**config.mk**
```make
export PLATFORM = sky130hd
export DESIGN_NAME = integral_image_gen_flat
export DESIGN_NICKNAME = d
export VERILOG_FILES = /design/src/rtl/integral_image_gen_if.sv /design/src/rtl/integral_image_gen.sv /design/src/flat_wrapper.sv
export SDC_FILE = /design/constraint.sdc
export NUM_CORES = 2
export LEC_CHECK = 0
export BUFFER_PORTS_ARGS = -buffer_cell sky130_fd_sc_hd__buf_2
export CAP_MARGIN = 20
export CORE_MARGIN = 2
export CORE_UTILIZATION = 25
export DETAILED_ROUTE_END_ITERATION = 6
export GPL_TIMING_DRIVEN = 0
export PLACE_DENSITY = 0.43
export REMOVE_ABC_BUFFERS = 1
export SYNTH_ARGS = -nofsm -noshare
export SYNTH_HDL_FRONTEND = slang
export SYNTH_SLANG_ARGS = --single-unit
```
**constraint.sdc**
```tcl
create_clock -name iClk -period 22.7 [get_ports iClk]
set_clock_uncertainty 0.1 [all_clocks]
set_input_delay 2.27 -clock iClk [delete_from_list [all_inputs] [get_ports iClk]]
set_output_delay 2.27 -clock iClk [all_outputs]
set_load 0.02 [all_outputs]
```
**src/rtl/integral_image_gen_if.sv**
```systemverilog
// Pixel-in / integral-image-buffer-out bundle for integral_image_gen.
// master drives pixels and frame start; slave is the generator.
interface integral_image_gen_if;
  logic        iStart;
  logic        iPixel_valid;
  logic [7:0]  iPixel;
  logic        oWrreq_IIB;
  logic [12:0] oAddr_IIB;
  logic [20:0] oData_to_IIB;
  logic        oBusy;
  logic        oDone;

  modport master (
    output iStart, iPixel_valid, iPixel,
    input  oWrreq_IIB, oAddr_IIB, oData_to_IIB, oBusy, oDone
  );

  modport slave (
    input  iStart, iPixel_valid, iPixel,
    output oWrreq_IIB, oAddr_IIB, oData_to_IIB, oBusy, oDone
  );
endinterface

```
**src/rtl/integral_image_gen.sv**
```systemverilog
// Streaming integral-image generator; optional IIG_RESTART_EN makes iStart in RUN abort and restart.
// Latency: write strobe/address/data registered, one cycle after the accepted pixel.
// Backpressure: none; every valid pixel in RUN is accepted, pixels in IDLE are dropped.
module integral_image_gen #(
  parameter int IMG_W = 80,
  parameter int IMG_H = 60
) (
  input logic                iClk,
  input logic                iReset_n,
  integral_image_gen_if.slave bus
);
  localparam int XW = (IMG_W > 1) ? $clog2(IMG_W) : 1;
  localparam int YW = (IMG_H > 1) ? $clog2(IMG_H + 1) : 1;

  typedef enum logic {IDLE, RUN} state_t;

  state_t      state, state_nxt;
  logic        accept;
  logic        clear;
  logic        last_px;

  logic [XW-1:0] x;
  logic [YW-1:0] y;
  logic [12:0]   addr_cnt;
  logic [20:0]   rowsum;
  logic [20:0]   line_mem [IMG_W];

  logic [20:0] row_base, rowsum_nxt, line_prev, ii;

  logic        wr_q;
  logic [12:0] addr_q;
  logic [20:0] data_q;
  logic        done_q;

  assign last_px = (x == XW'(IMG_W - 1)) && (y == YW'(IMG_H - 1));

  always_ff @(posedge iClk or negedge iReset_n) begin
    if (!iReset_n) state <= IDLE;
    else           state <= state_nxt;
  end

  always_comb begin
    state_nxt = state;
    accept    = 1'b0;
    clear     = 1'b0;
    case (state)
      IDLE: begin
        if (bus.iStart) begin
          state_nxt = RUN;
          clear     = 1'b1;
        end
      end
      RUN: begin
`ifdef IIG_RESTART_EN
        if (bus.iStart) clear = 1'b1;
        else
`endif
        if (bus.iPixel_valid) begin
          accept = 1'b1;
          if (last_px) state_nxt = IDLE;
        end
      end
      default: state_nxt = IDLE;
    endcase
  end

  // First column and first row mask stale accumulator / line contents.
  assign row_base   = (x == '0) ? 21'd0 : rowsum;
  assign rowsum_nxt = row_base + 21'(bus.iPixel);
  assign line_prev  = (y == '0) ? 21'd0 : line_mem[x];
  assign ii         = rowsum_nxt + line_prev;

  always_ff @(posedge iClk or negedge iReset_n) begin
    if (!iReset_n) begin
      x        <= '0;
      y        <= '0;
      addr_cnt <= '0;
      rowsum   <= '0;
      wr_q     <= 1'b0;
      addr_q   <= '0;
      data_q   <= '0;
      done_q   <= 1'b0;
    end else begin
      wr_q   <= accept;
      done_q <= accept && last_px;
      if (clear) begin
        x        <= '0;
        y        <= '0;
        addr_cnt <= '0;
        rowsum   <= '0;
      end else if (accept) begin
        rowsum   <= rowsum_nxt;
        addr_cnt <= addr_cnt + 13'd1;
        addr_q   <= addr_cnt;
        data_q   <= ii;
        if (x == XW'(IMG_W - 1)) begin
          x <= '0;
          y <= y + YW'(1);
        end else begin
          x <= x + XW'(1);
        end
      end
    end
  end

  always_ff @(posedge iClk) begin
    if (accept) line_mem[x] <= ii;
  end

  assign bus.oWrreq_IIB   = wr_q;
  assign bus.oAddr_IIB    = addr_q;
  assign bus.oData_to_IIB = data_q;
  assign bus.oDone        = done_q;
  assign bus.oBusy        = (state == RUN);
endmodule
```
**src/flat_wrapper.sv**
```systemverilog
// flat-port wrapper written by rule: the top's interface ports become plain ports
module integral_image_gen_flat 
#(
  parameter int IMG_W = 80,
  parameter int IMG_H = 60
)
  (iClk, iReset_n, bus_iStart, bus_iPixel_valid, bus_iPixel, bus_oWrreq_IIB, bus_oAddr_IIB, bus_oData_to_IIB, bus_oBusy, bus_oDone);
  integral_image_gen_if bus_i ();
  input logic iClk;
  input logic iReset_n;
  input wire logic [$bits(bus_i.iStart)-1:0] bus_iStart;
  input wire logic [$bits(bus_i.iPixel_valid)-1:0] bus_iPixel_valid;
  input wire logic [$bits(bus_i.iPixel)-1:0] bus_iPixel;
  output wire logic [$bits(bus_i.oWrreq_IIB)-1:0] bus_oWrreq_IIB;
  output wire logic [$bits(bus_i.oAddr_IIB)-1:0] bus_oAddr_IIB;
  output wire logic [$bits(bus_i.oData_to_IIB)-1:0] bus_oData_to_IIB;
  output wire logic [$bits(bus_i.oBusy)-1:0] bus_oBusy;
  output wire logic [$bits(bus_i.oDone)-1:0] bus_oDone;
  assign bus_i.iStart = bus_iStart;
  assign bus_i.iPixel_valid = bus_iPixel_valid;
  assign bus_i.iPixel = bus_iPixel;
  assign bus_oWrreq_IIB = bus_i.oWrreq_IIB;
  assign bus_oAddr_IIB = bus_i.oAddr_IIB;
  assign bus_oData_to_IIB = bus_i.oData_to_IIB;
  assign bus_oBusy = bus_i.oBusy;
  assign bus_oDone = bus_i.oDone;
  integral_image_gen #(.IMG_W(IMG_W), .IMG_H(IMG_H)) u_core (.iClk(iClk), .iReset_n(iReset_n), .bus(bus_i));
endmodule
```
* Word level (Yosys, flattened, before mapping)
Memories as Yosys holds them, arrays and structs flattened. Cells that the tools add are included.
Cells by class: reductions and logical operators 8, equality and inequality tests 2, add/subtract/negate cells 5, $lt $le $gt $ge 0, muxes and demuxes 21, shift operators 0, divide/modulo/power cells 0, bitwise operators 2, multipliers 0
Operators by type and width (count):
- $mux 21 | 4
- $mux 13 | 2
- $add 21x21->21 | 1
- $add 21x8->21 | 1
- $mux 7 | 3
- $mux 6 | 3
- $add 13x1->13 const B | 1
- $mux 1 | 8
- $add 7x1->7 const B | 1
- $eq 7x7->1 const B | 1
- $logic_not 7->1 | 1
- $add 6x1->6 const B | 1
- $eq 6x6->1 const B | 1
- $logic_not 6->1 | 1
- $reduce_and 2->1 | 2
- $reduce_bool 2->1 | 2
- $logic_and 1x1->1 | 2
- $not 1->1 | 2
- $pmux 1 s2 | 1
Word-level totals: ROM bits 0, bits in registers 84, memories 1, latch bits 0, word-level logic and storage cells 48, memory bits (writable) 1680, bits of input ports 12
Memories:
- u_core.line_mem | depth 80, width 21, rd ports 1, clocked after Yosys merged registers in 0, write ports 1, line integral_image_gen.sv:26 | logic [20:0] line_mem [IMG_W];

* Depth between registers and ports, before layout
depth in word-level cells 5, depth in mapped cells 27, gate-level depth less buffers 24

* Worst setup path before layout
Ideal clock, no wire load.
kind input to register, from input port bus_iPixel[0], to memory u_core.line_mem[0][19], data pin, path slack 14.279 ns, cell stages on the path 17, path buffers 0, required time 21.978 ns, library setup time 0.622 ns, data arrival time 7.699 ns, cells stage by stage ha_1 > inv_1 > fa_1 > nor2b_1 > o21ai_0 > a21boi_0 > o21ai_0 > a21oi_1 > xnor2_1 > ha_1 > and2_1 > a22o_1 > a311oi_1 > o21ai_0 > a311oi_1 > o211ai_1 > xor2_1
Between the ends: word-level cells in the longest chain between the ends 2
Ends and longest elaborated chain:
- start: declaration | line flat_wrapper.sv:13 | input wire logic [$bits(bus_i.iPixel)-1:0] bus_iPixel;
- $add 21x8->21 | line integral_image_gen.sv:69 | assign rowsum_nxt = row_base + 21'(bus.iPixel);
- $add 21x21->21 | line integral_image_gen.sv:71 | assign ii = rowsum_nxt + line_prev;
- net u_core.ii[19] | line integral_image_gen.sv:28 | logic [20:0] row_base, rowsum_nxt, line_prev, ii;
- end: declaration | line integral_image_gen.sv:26
The timed path passes the listed nets, and every way through them passes these cells.

* Worst setup path after layout
from register u_core.x[2], to memory u_core.line_mem[33][19], data pin
Between the ends: word-level cells in the longest chain between the ends 4, elaborated cells on any way between the ends 6
Ends and longest elaborated chain:
- start: declaration | line integral_image_gen.sv:22 | logic [XW-1:0] x;
- start signal: assignment | line integral_image_gen.sv:100 | x <= x + XW'(1);
- $logic_not 7->1 | line integral_image_gen.sv:68 | assign row_base = (x == '0) ? 21'd0 : rowsum;
- $mux 21 | line integral_image_gen.sv:68
- $add 21x8->21 | line integral_image_gen.sv:69
- $add 21x21->21 * | line integral_image_gen.sv:71
- net u_core.ii[19] | line integral_image_gen.sv:28
The timed path passes the listed nets; every way through them passes the cells marked *.

==> flow_summary.yaml <==
floorplan:
  die_w_um: 521
  num_rows: 189
  die_y_um: 521
  die_area_mm2: 0.271
  top_level_ports: 49
  start_util_pct: 25.1
  core-area_mm2: 0.265
global_routing:
  gr-total-overflow: 0
  grt_pass1_vias: 38000
  grt_start_max_net_pins: 67
  antenna_found_initial: 7
  track_usage_pct: 15.4
  grt_pass1_wl_um: 301000
power:
  p_switching_mw: 4.81
  power_frac_clock_pct: 22.1
  p_int_mw: 8.23
  ir_drop_v: 0.000148
  swShare_pct: 36.9
  cellPowerDensity_mw_per_mm2: 159
  power.leakage_nw: 25.9
  seqPwrFrac_pct: 39.7
  p_comb_share_pct: 38.3
critical_path:
  required_ns: 23.23
  reg2reg_slack_ns: 12.72
  crit_end: "u_core.line_mem[33][19]"
  worstPathCellList: "inv_2, buf_12, nor3_4, buf_16, buf_8, buf_16, buf_16, a22oi_1, nand4_1, mux4_2, nor2_1, a311oi_1, a31oi_1, nor2_1, ha_1, a21o_1, a21oi_1, o21ai_0, a311oi_1, o21ai_0, a311oi_1, o211ai_1, xor2_4, buf_12"
  crit_path_start: "u_core.x[2]"
  crit_slowest_cell: "dfrtp_4"
  cp.arrival_ns: 10.51
  crit_fanout: 55
  endpoint_kind: "flop"
  max_stage_delay_ns: 1.01
  r2r_cells: 24
  crit_type: "reg -> reg"
  reg2reg_to: "u_core.line_mem[33][19]"
  start_kind: "flop"
  r2r-start: "u_core.x[2]"
yosys:
  synth_top_family_by_area: "compound AO/OA/AOI/OAI gates"
  synth_cell_types: 72
  synth_compound_gate_area_share_pct: 11.7
  synthXorXnorAreaFrac_pct: 0.551
  synth_area_per_cell_um2: 17.1
  synthSimpleGateAreaFrac_pct: 4.60
  syn_inst: 3893
  muxShareOfSynthArea_pct: 1.99
  synth_edf_count: 1680
  ys_seq_area_share_pct: 78.8
  synthArstFlopShare_pct: 4.76
  synth_fa_ha_area_share_pct: 0.679
  synth_seq_cells: 1764
  netlist_area_mm2: 0.0667
  synth_flop_cell: "edfxtp_1"
  yosysWarnings: 0
placement:
  port_buffers: 48
  gp_congestion: 0.758
  dpl-instance-area_mm2: 0.0766
  dp.cells: 7507
  hpwlAfterDp_um: 138000
worst_hold_path:
  hold_path_class: "reg -> reg"
detailed_routing:
  vias: 38600
  drc: 0
  drt_first_pass_iters: 5
  wire_per_inst_um: 27.1
  wirelength_met1_um: 97200
  wl_um: 213000
  wl_met2_um: 99300
  drt_iter0_drc: 4241
  vias_per_cell: 4.92
  ant_nets: 0
  wl_met3_um: 11600
  dr.max_layer_used: "met5"
clock_network:
  cts-root-buf: "clkbuf_16"
  cts_tree: "done"
  clock_latency_ns: 0.83
  clk_path_buf_depth: 3
  cts-hold-fix-buffers: 0
  numCtsBuffers: 184
  cts_max_level: 4
  cts_resized: 0
  post_cts_buffers: 0
  cts.sinks: 1764
  clkTransAtPathRegs_ns: 0.06
timing:
  rsz0062_at_grt: "no"
  setup_viol: 0
  maxSlewViolCount: 0
  hold_viol_final: 0
  fin_crit_ns: 9.98
  worst_pin_slew_ns: 1.27
  timing.setup.tns_ns: 0
  fmax_ghz: 0.100
  max_slew_margin_pct: 14.5
  period_share_pct: 44.0
cells_and_area:
  drive_above_1_share_pct: 17.5
  area_growth_pct: 23.3
  nets: 4208
  mostFrequentLayoutCell: "edfxtp_1"
  final_cell_mix: "edfxtp_1 (1680), a22oi_1 (603), clkbuf_16 (190)"
  fin_area_mm2: 0.0823
  final_cells: 7844
status:
  status: "finished clean"
job:
  max_cap_viol_count: 0
==> metrics by stage <==
step	setup WS, ns	power (mW)	hold WS, ns	util, %
finish	12.72	13.0	0.370	31.0
global route	12.65	13.5	0.394	31.0
CTS	12.91	13.1	0.375	31.0
detailed placement	12.97	10.2	0.359	28.9
global placement	-22.94	9.89	0.362	26.5
floorplan	4.57	7.29	0.348	-
==> cells in the mapped netlist (18+ instances only) <==
cell,count,share of area (%)
nand3_1,33,0.25
mux4_2,32,1.1
a21oi_1,87,0.65
nand4_1,167,1.6
o211ai_1,44,0.50
edfxtp_1,1680,76
buf_1,56,0.32
a311oi_1,22,0.29
a22oi_1,603,6.8
clkbuf_1,102,0.57
xor2_1,18,0.24
nor2_1,174,0.98
xnor2_1,24,0.32
ha_1,33,0.62
mux2i_1,38,0.57
inv_1,21,0.12
nand2_1,175,0.98
a221oi_1,78,1.0
o21ai_0,72,0.54
a22o_1,63,0.83
mux2_2,20,0.34
dfrtp_1,84,3.2
buf_2,82,0.62
a31oi_1,27,0.25
==> power groups by stage <==
| stage | clock network [mW] | registers [mW] | logic, mW |
|---|---|---|---|
| after floorplan | 0 | 5.43 | 1.86 |
| after global placement | 0 | 5.83 | 4.06 |
| after detailed placement | 0 | 5.24 | 5.00 |
| after CTS | 2.94 | 5.17 | 5.02 |
| after global routing | 3.06 | 5.18 | 5.26 |
| final | 2.88 | 5.17 | 4.99 |
==> flip-flops by register name (all words and copies together) (netlist names) <==
signal and flops:
u_core.addr_cnt 13, u_core.bus.oAddr_IIB 13, u_core.bus.oBusy 1, u_core.bus.oData_to_IIB 21, u_core.bus.oDone 1, u_core.bus.oWrreq_IIB 1, u_core.line_mem 1680, u_core.rowsum 21
u_core.x 7, u_core.y 6
==> how the worst min path moves through the flow <==
stage | startpoint | to | slack [ns] | depth (start not counted)
final | u_core.bus.oAddr_IIB[1] | u_core.bus.oAddr_IIB[1] | 0.37 | 2
after global routing | u_core.bus.oAddr_IIB[3] | u_core.bus.oAddr_IIB[3] | 0.39 | 2
after CTS | u_core.bus.oAddr_IIB[1] | u_core.bus.oAddr_IIB[1] | 0.37 | 2
after detailed placement | u_core.bus.oAddr_IIB[1] | u_core.bus.oAddr_IIB[1] | 0.36 | 2
after global placement | u_core.bus.oAddr_IIB[9] | u_core.bus.oAddr_IIB[9] | 0.36 | 2
after floorplan | u_core.addr_cnt[12] | u_core.bus.oAddr_IIB[12] | 0.35 | 2
==> cell families after synthesis <==
group	count (synthesis)
buf+inv	270
compound gates	1061
xor+xnor	42
fa+ha+maj	35
mux	90
simple gates	631
flops	1764
==> per-layer routing <==
layer,global-route usage [%],vias up
li1,-,16600
met3,2.23,232
met5,0,-
met1,21.9,20500
met4,3.86,2
met2,24.5,1170
==> critical path, delay by kind of cell, from the launching register on <==
kind,cells,cell delay [ns]
compound gates,10,3.84
buf+inv,7,1.85
simple gates,4,1.45
flops,1,1.01
xor+xnor,1,0.73
mux,1,0.32
fa+ha+maj,1,0.24
==> layout make-up <==
| type | instances | area (um^2) |
|---|---|---|
| fillers | 25800 | 183000 |
| flip-flops and latches | 1764 | 52600 |
| multi-input cells | 1859 | 13900 |
| repair buffers | 328 | 5650 |
| clock buffers | 246 | 4980 |
| well taps | 3533 | 4420 |
| clock inverters | 88 | 659 |
| inverters | 24 | 92.6 |
| diodes | 2 | 5.00 |
(Power assumes the default switching activity.)
